$ cat src/rtl/cpu_ctrl_pkg.sv
// Shared types for the CPU run controller.
// State encoding and run-mode constants.
package cpu_ctrl_pkg;

    typedef enum logic [2:0] {
        RST_HOLD,
        IDLE,
        RUN,
        STEP_WAIT,
        DONE
    } run_state_t;

    localparam logic [1:0] MODE_FREE = 2'd0;
    localparam logic [1:0] MODE_STEP = 2'd1;
    localparam logic [1:0] MODE_RUNN = 2'd2;

endpackage

$ cat src/rtl/sat_counter.sv
// Saturating up-counter with synchronous clear.
// Holds at all-ones instead of wrapping.
module sat_counter #(
    parameter int W = 32
) (
    input  logic         clk,
    input  logic         rst_n,
    input  logic         clr,
    input  logic         inc,
    output logic [W-1:0] cnt
);

    always_ff @(posedge clk or negedge rst_n) begin
        if (!rst_n) begin
            cnt <= '0;
        end else if (clr) begin
            cnt <= '0;
        end else if (inc && (cnt != '1)) begin
            cnt <= cnt + 1'b1;
        end
    end

endmodule

$ cat src/rtl/cpu_run_ctrl.sv
// Run controller: reset sequencing, CPI pacing of pc_write,
// and stop on instruction budget, single-step or halt.
module cpu_run_ctrl
    import cpu_ctrl_pkg::*;
#(
    parameter int RST_CYCLES = 2,
    parameter int CPI        = 20,
    parameter int CNT_W      = 32
) (
    input  logic             clk,
    input  logic             rst_n,
    input  logic             start,
    input  logic [1:0]       mode,
    input  logic [CNT_W-1:0] n_instr,
    input  logic             step,
    input  logic             halt_req,
    output logic             cpu_rst,
    output logic             pc_write,
    output logic             busy,
    output logic             done,
    output logic [CNT_W-1:0] instr_cnt,
    output logic [CNT_W-1:0] cycle_cnt
);

    localparam int PH_W = (CPI > 1) ? $clog2(CPI) : 1;
    localparam int HD_W = (RST_CYCLES > 1) ? $clog2(RST_CYCLES) : 1;
    localparam logic [PH_W-1:0] PH_LAST = PH_W'(CPI - 1);
    localparam logic [HD_W-1:0] HD_LAST = HD_W'(RST_CYCLES - 1);

    run_state_t       state, state_d;
    logic [PH_W-1:0]  phase, phase_d;
    logic [HD_W-1:0]  hold, hold_d;
    logic [1:0]       mode_q, mode_d;
    logic [CNT_W-1:0] budget_q, budget_d;
    logic             pc_write_d;
    logic             cnt_clr, inc_instr, inc_cycle;
    logic             last_instr;

    assign last_instr = (mode_q == MODE_RUNN)
                     && ((instr_cnt + 1'b1) == budget_q);

    always_ff @(posedge clk or negedge rst_n) begin
        if (!rst_n) begin
            state    <= RST_HOLD;
            phase    <= '0;
            hold     <= '0;
            mode_q   <= MODE_FREE;
            budget_q <= '0;
            pc_write <= 1'b0;
        end else begin
            state    <= state_d;
            phase    <= phase_d;
            hold     <= hold_d;
            mode_q   <= mode_d;
            budget_q <= budget_d;
            pc_write <= pc_write_d;
        end
    end

    always_comb begin
        state_d   = state;
        phase_d   = phase;
        hold_d    = hold;
        mode_d    = mode_q;
        budget_d  = budget_q;
        cnt_clr   = 1'b0;
        inc_instr = 1'b0;
        inc_cycle = 1'b0;
        unique case (state)
            RST_HOLD: begin
                if (hold == HD_LAST) state_d = IDLE;
                else hold_d = hold + 1'b1;
            end
            IDLE, DONE: begin
                if (start) begin
                    mode_d   = mode;
                    budget_d = n_instr;
                    cnt_clr  = 1'b1;
                    phase_d  = '0;
                    if ((mode == MODE_RUNN) && (n_instr == '0))
                        state_d = DONE;
                    else
                        state_d = RUN;
                end
            end
            RUN: begin
                inc_cycle = 1'b1;
                if (phase == PH_LAST) begin
                    // strobe already on the wire; halt cannot retract it
                    inc_instr = 1'b1;
                    phase_d   = '0;
                    if (halt_req || last_instr)
                        state_d = DONE;
                    else if (mode_q == MODE_STEP)
                        state_d = STEP_WAIT;
                end else if (halt_req) begin
                    state_d = DONE;
                end else begin
                    phase_d = phase + 1'b1;
                end
            end
            STEP_WAIT: begin
                phase_d = '0;
                if (halt_req) state_d = DONE;
                else if (step) state_d = RUN;
            end
            default: state_d = RST_HOLD;
        endcase
        pc_write_d = (state_d == RUN) && (phase_d == PH_LAST);
    end

    assign cpu_rst = (state == RST_HOLD);
    assign busy    = (state == RUN) || (state == STEP_WAIT);
    assign done    = (state == DONE);

    sat_counter #(.W(CNT_W)) u_instr_cnt (
        .clk   (clk),
        .rst_n (rst_n),
        .clr   (cnt_clr),
        .inc   (inc_instr),
        .cnt   (instr_cnt)
    );

    sat_counter #(.W(CNT_W)) u_cycle_cnt (
        .clk   (clk),
        .rst_n (rst_n),
        .clr   (cnt_clr),
        .inc   (inc_cycle),
        .cnt   (cycle_cnt)
    );

endmodule

$ cat config.mk
export PLATFORM = sky130hd
export DESIGN_NAME = cpu_run_ctrl
export DESIGN_NICKNAME = d
export VERILOG_FILES = /design/src/rtl/cpu_ctrl_pkg.sv /design/src/rtl/sat_counter.sv /design/src/rtl/cpu_run_ctrl.sv
export SDC_FILE = /design/constraint.sdc
export NUM_CORES = 1
export LEC_CHECK = 0
export CAP_MARGIN = 20
export CELL_PAD_IN_SITES_DETAIL_PLACEMENT = 0
export CELL_PAD_IN_SITES_GLOBAL_PLACEMENT = 1
export CORE_ASPECT_RATIO = 0.7
export CORE_UTILIZATION = 37
export CTS_CLUSTER_DIAMETER = 60
export DETAILED_ROUTE_END_ITERATION = 10
export GPL_ROUTABILITY_DRIVEN = 0
export PLACE_DENSITY_LB_ADDON = 0.1
export SLEW_MARGIN = 20
export SYNTH_ARGS = -nofsm -noshare
export SYNTH_HDL_FRONTEND = slang
export SYNTH_SLANG_ARGS = --single-unit
$ cat constraint.sdc
create_clock -name clk -period 2.6 [get_ports clk]
set_clock_uncertainty 0.05 [all_clocks]
set_input_delay 0.26 -clock clk [delete_from_list [all_inputs] [get_ports clk]]
set_output_delay 0.26 -clock clk [all_outputs]
set_load 0.02 [all_outputs]
==> flow_metrics.env, run 1 <==
export IMPL_status="complete, but fails checks"
export IMPL_violations="negative setup slack"
export IMPL_grt_max_degree=48
export IMPL_synth_cells=664
export IMPL_drive_gt1_share_pct=24.8
export IMPL_power_density_nw_per_um2=643
export IMPL_cp_num_buf_inv=1
export IMPL_place_port_buffers=106
export IMPL_crit_path_max_fanout=4
export IMPL_cts_tree="done"
export IMPL_cp_common_cell="nand2_1"
export IMPL_htreeDepth=3
export IMPL_total_power_mw=5.70
export IMPL_vias_per_cell=5.32
export IMPL_setup_violations=3
export IMPL_ir_drop_mv=0.349
export IMPL_grt_pass1_vias=5720
export IMPL_relSlewSlack_pct=64.9
export IMPL_hold_path_class="in2async"
export IMPL_postLayoutCoreUtil_pct=54.1
export IMPL_vias=5810
export IMPL_cp_data_required_time_ns=2.84
export IMPL_antenna_found_initial=0
export IMPL_wl_mm=19.0
export IMPL_yosysSeqAreaShare_pct=43.4
export IMPL_clockBufferDepth=2
export IMPL_die_w_um=157
export IMPL_syn_to_final_growth_pct=42.3
export IMPL_synthArstFlopShare_pct=100
export IMPL_rsz0062_at_grt="yes"
export IMPL_r2r_slack_ns=-0.1
export IMPL_cp_end_kind="flop"
export IMPL_cp_start_kind="flop"
export IMPL_synth_common_cells="dfrtp_1, nor2_1, o21ai_0, xnor2_1, nand2_1"
export IMPL_grt_pass1_wl_mm=31.2
export IMPL_synth_nets=706
export IMPL_initial_core_util_pct=38.0
export IMPL_dr_pass1_iters=4
export IMPL_finalHoldViolCount=0
export IMPL_syn_area_um2=6230
export IMPL_ys_types=63
export IMPL_fin_crit_ns=2.70
export IMPL_n_antenna_cell=0
export IMPL_rows=39
export IMPL_crit_start="u_instr_cnt.cnt[1]"
export IMPL_num_io_pins=107
export IMPL_synth_top_area_cell="dfrtp_1"
export IMPL_dp_hpwl_mm=14.4
export IMPL_synth_avg_cell_area_um2=9.39
export IMPL_ys_warnings_count=0
export IMPL_synth_seq_cells=108
export IMPL_grt_ovfl_total=0
export IMPL_rr_startpoint="u_instr_cnt.cnt[1]"
export IMPL_slowest_stage="or4_4"
export IMPL_path_delay_family="simple AND/OR/NAND/NOR gates"
export IMPL_die_area_um2=17400
export IMPL_critPathMaxStageDelay_ns=0.53
export IMPL_antenna_left=0
export IMPL_n_fill_cell=1510
export IMPL_wl_per_cell_um=17.4
export IMPL_worst_slew_pin_slew_ns=0.526
export IMPL_path_class="reg2reg"
export IMPL_clk_pin_slew_worst_paths_ns=0.07
export IMPL_grt_usage_pct=23.2
export IMPL_drc=0
export IMPL_fmax_mhz=371
export IMPL_synth_flop_cell="dfrtp_1"
export IMPL_fin_ws_ns=-0.0965
export IMPL_slew_violations=0
export IMPL_critPathArrivalTime_ns=2.94
export IMPL_cts_sinks=108
export IMPL_core_area_um2=16400
export IMPL_cp_cell_sequence="ha_4 -> nand3_2 -> buf_6 -> nor4_4 -> nand2_1 -> xnor2_1 -> nand4_1 -> or4_4 -> or4_1 -> nand2_1"
export IMPL_yosys_area_top_type_share_pct=43.4
export IMPL_die_h_um=111
export IMPL_finalCritPeriodShare_pct=104
export IMPL_cts_root_buf="clkbuf_16"
export IMPL_synth_edff_count=0
export IMPL_cap_viol_max_count=0
export IMPL_clk_latency_ns=0.36
export IMPL_yosysMostFrequentCell="dfrtp_1"
export IMPL_drt_initial_drc_count=327
export IMPL_cts_made_buffers=9
export IMPL_p_leak_nw=3.69
export IMPL_final_nets=905
export IMPL_yosys_top_cells_area="dfrtp_1, xnor2_1, mux2_2"
## worst reg2reg max path, delay by kind of cell (launching register included)
family                     cells  cell delay (ns)
xor gates and xnor gates       1             0.20
DFF                            1             0.41
adders and majority gates      1             0.15
and+or+nand+nor                7             1.72
buffers and inverters          1             0.13
## layout make-up
class                      instances  area [um2]  area share (%)
sequential                       108        2720            30.7
timing repair buffer             223        2020            22.7
inverter                          12        45.0           0.508
clock buffer                      13         250            2.82
clock inverter                     3        46.3           0.522
multi-input combinational        509        3510            39.5
tap                              225         282            3.17
## kinds of logic (layout without fill, tap and decap cells)
kind of cell	after synthesis	in the layout	synth area share (%)
compound gates	123	123	12.4
xor+xnor	73	73	10.3
fa+ha+maj	3	3	0.602
buf+inv	47	251	3.23
flops	108	108	43.4
mux	38	38	6.82
simple gates	272	272	23.4
## cells in the final DEF, fill, tap and decap left out, types with 3 or more instances in the layout
cell type / Yosys / final
o31ai_1: 15 / 15
nor2b_1: 7 / 7
and3_1: 16 / 14
inv_1: 12 / 12
nand2b_1: 5 / 5
a211oi_1: 3 / 3
clkdlybuf4s50_1: 0 / 105
nor4_1: 15 / 11
nor3_2: 1 / 4
clkbuf_1: 17 / 3
xor2_1: 25 / 25
clkbuf_16: 0 / 9
nor3_1: 16 / 13
and4_1: 8 / 6
nor4_4: 1 / 4
or3_1: 7 / 7
nand3_1: 31 / 29
buf_6: 0 / 4
nor2_1: 67 / 65
o41ai_1: 5 / 5
mux2_2: 36 / 36
and2_1: 13 / 13
buf_4: 2 / 108
a21oi_1: 15 / 14
o21ai_0: 56 / 55
dfrtp_1: 108 / 93
and2_0: 3 / 3
a31oi_1: 5 / 4
buf_12: 0 / 5
xnor2_1: 48 / 46
nand2_1: 47 / 46
a22o_1: 3 / 3
dfrtp_2: 0 / 15
nand4_1: 15 / 15
o22ai_1: 4 / 4
## state kept, by name (all words and copies together) (netlist names)
name / cells
budget_q: 32
phase: 5
u_instr_cnt.cnt: 32
mode_q: 2
u_cycle_cnt.cnt: 32
hold: 1
state: 3
pc_write: 1
## per-stage QoR
stage                     std cells  setup TNS, ns  hold WS, ns  worst slack (ns)  instance area [um2]
after floorplan                 664        -0.0714      -0.0856           -0.0340                 6320
after global routing           1093         -0.423        0.417            -0.156                 8870
after global placement         1071         -0.389        0.220            -0.155                 8370
after CTS                      1091        -0.0879        0.380           -0.0617                 8770
final                          1093         -0.174        0.371           -0.0965                 8870
after detailed placement       1071         -0.488        0.217            -0.204                 8370
## routing by layer
| metal | up-vias | routed length, um | global-route usage [%] |
|---|---|---|---|
| li1 | 2784 | - | - |
| met1 | 2870 | 9780 | 35.0 |
| met5 | - | 0 | 0 |
| met2 | 144 | 8290 | 34.5 |
| met3 | 12 | 786 | 4.00 |
| met4 | 0 | 189 | 4.98 |
## path summary, 6_finish.rpt
kind,to,cells past startpoint
min in group clk,hold,1
max in group asynchronous,u_cycle_cnt.cnt[5],3
min reg2reg,hold,1
min,budget_q[20],2
max reg2reg,state[2],10
max,state[2],10
## power breakdown
| group | switching [mW] | leakage (nW) | internal, mW |
|---|---|---|---|
| combinational | 0.984 | 2.16 | 0.997 |
| sequential | 0.305 | 1.40 | 2.00 |
| clock | 0.636 | 0.140 | 0.778 |
## what timing repair did
action	CTS	global route
endpoints found under the hold margin	35	0
hold buffers	1	0
setup buffers	4	2
setup endpoints to repair	3	26
pin swaps	11	9
gates resized for setup	15	16
Note: power is estimated with default switching activity, not from simulation.
==> inputs of run 2 (changes only) <==
--- a/config.mk
+++ b/config.mk
@@ -14,6 +14,7 @@
 export DETAILED_ROUTE_END_ITERATION = 10
 export GPL_ROUTABILITY_DRIVEN = 0
 export PLACE_DENSITY_LB_ADDON = 0.1
+export SETUP_SLACK_MARGIN = 0.1
 export SLEW_MARGIN = 20
 export SYNTH_ARGS = -nofsm -noshare
 export SYNTH_HDL_FRONTEND = slang
==> flow_metrics.env, run 2 (synthesis results as in run 1) <==
export IMPL_status="complete, but fails checks"
export IMPL_violations="negative setup slack"
export IMPL_cp_end_kind="flop"
export IMPL_final_common_cell="buf_4"
export IMPL_critPathArrivalTime_ns=2.99
export IMPL_pwr_share_clk_pct=24.2
export IMPL_slowest_stage="or4_4"
export IMPL_fin_setup_tns_ns=-0.147
export IMPL_relSlewSlack_pct=51.4
export IMPL_grt_pass1_wl_mm=31.3
export IMPL_clk_latency_ns=0.36
export IMPL_combPwrFrac_pct=37.0
export IMPL_rows=39
export IMPL_cp_start_kind="flop"
export IMPL_cts_root_buf="clkbuf_16"
export IMPL_wl_per_cell_um=18.3
export IMPL_drc=0
export IMPL_cap_viol_max_count=0
export IMPL_setup_violations=2
export IMPL_clk_pin_slew_worst_paths_ns=0.08
export IMPL_final_nets=928
export IMPL_p_seq_share_pct=38.8
export IMPL_n_fill_cell=1492
export IMPL_ir_drop_mv=0.460
export IMPL_antenna_left=0
export IMPL_cts_tree="done"
export IMPL_num_io_pins=107
export IMPL_cp_cell_sequence="buf_6 -> and4_4 -> nand4_1 -> nor2_2 -> xnor2_1 -> nand4_1 -> or4_4 -> or4_4 -> nand2_2"
export IMPL_vias_per_cell=5.33
export IMPL_stdcell_area_um2=9300
export IMPL_grt_usage_pct=23.2
export IMPL_power_density_nw_per_um2=637
export IMPL_cp_data_required_time_ns=2.85
export IMPL_worst_slew_pin_slew_ns=0.729
export IMPL_fmax_mhz=365
export IMPL_grt_ovfl_total=0
export IMPL_dr_pass1_iters=5
export IMPL_most_common_layout_cells="buf_4, clkdlybuf4s50_1, dfrtp_1"
export IMPL_fin_ws_ns=-0.140
export IMPL_p_sw_share_pct=34.8
export IMPL_rsz0062_at_grt="yes"
export IMPL_n_antenna_cell=0
export IMPL_cts_sinks=108
export IMPL_crit_path_max_fanout=10
export IMPL_p_switching_mw=2.06
export IMPL_drive_gt1_share_pct=30.3
export IMPL_grt_max_degree=53
export IMPL_placed_area_um2=8370
export IMPL_core_area_um2=16400
export IMPL_dp_hpwl_mm=14.6
export IMPL_p_leak_nw=3.86
export IMPL_die_h_um=111
export IMPL_fin_crit_ns=2.74
export IMPL_die_area_um2=17400
export IMPL_path_delay_family="simple AND/OR/NAND/NOR gates"
export IMPL_vias=5946
export IMPL_place_ws_ns=-0.175
export IMPL_grt_pass1_vias=5691
export IMPL_cp_num_buf_inv=1
export IMPL_intPower_mw=3.86
export IMPL_initial_core_util_pct=38.0
export IMPL_place_port_buffers=106
export IMPL_drt_initial_drc_count=307
export IMPL_postLayoutCoreUtil_pct=56.7
export IMPL_clockBufferDepth=2
export IMPL_finalCritPeriodShare_pct=105
export IMPL_antenna_found_initial=0
export IMPL_finalHoldViolCount=0
export IMPL_hold_path_class="reg2reg"
export IMPL_wl_mm=20.4
export IMPL_slew_violations=0
export IMPL_r2r_slack_ns=-0.14
export IMPL_die_w_um=157
export IMPL_htreeDepth=3
export IMPL_largestRegisters="budget_q: 32 flops, u_cycle_cnt.cnt: 32 flops, u_instr_cnt.cnt: 32 flops"
export IMPL_cts_made_buffers=9
export IMPL_critPathMaxStageDelay_ns=0.50
export IMPL_path_class="reg2reg"
export IMPL_syn_to_final_growth_pct=49.2
## run 2: cell count changes in the layout (fill, tap and decap cells not counted), sizes merged
cell | before | now
clkinvlp | 1 | 0
buf | 117 | 137
inv | 12 | 13
clkbuf | 13 | 16
## run 2: power by group through the flow
stage / clock [mW] / sequential, mW / combinational [mW]
CTS: 1.47 / 2.29 / 1.97
global route: 1.54 / 2.35 / 2.36
detailed placement: 0 / 2.32 / 1.93
finish: 1.43 / 2.30 / 2.19
floorplan: 0 / 2.25 / 1.29
global placement: 0 / 2.31 / 1.89
## run 2: stage by stage
step	hold WS (ns)	power [mW]	cells
5_1_grt	0.447	6.24	1116
4_1_cts	0.431	5.73	1096
3_3_place_gp	0.307	4.20	1073
6_report	0.432	5.92	1116
3_5_place_dp	0.318	4.25	1073
2_1_floorplan	-0.0856	3.53	664
## run 2: final cells by class
type,instances,area [um2],share of cell area [%]
clock buffer,13,250,2.69
clock inverter,3,47.5,0.511
inverter,12,45.0,0.484
multi-input combinational,509,3700,39.8
sequential,108,2730,29.3
tap,225,282,3.03
timing repair buffer,246,2250,24.2
## run 2: worst paths after layout
| kind | start | end | depth (start not counted) |
|---|---|---|---|
| min in group asynchronous | rst_n | budget_q[17] | 2 |
| worst max register to register | u_instr_cnt.cnt[4] | state[2] | 9 |
| worst max-delay path | u_instr_cnt.cnt[4] | state[2] | 9 |
| worst min-delay path | hold | hold | 1 |
| worst min register to register | hold | hold | 1 |
| max in group asynchronous | rst_n | u_instr_cnt.cnt[21] | 3 |
## run 2: repair_timing
action | in CTS | in global routing
hold buffers | 1 | 0
hold endpoints to repair | 48 | 0
setup endpoints to repair | 33 | 55
pin swaps | 7 | 35
buffers inserted | 5 | 16
gates resized for setup | 14 | 94
gates cloned | 1 | 5
## run 2: per-layer routing
metal,track usage (%),vias up,share of wire [%]
met5,0,-,0
li1,-,2842,-
met1,35.5,2944,51
met2,33.7,143,43
met4,4.85,0,0.88
met3,4.32,17,4.8
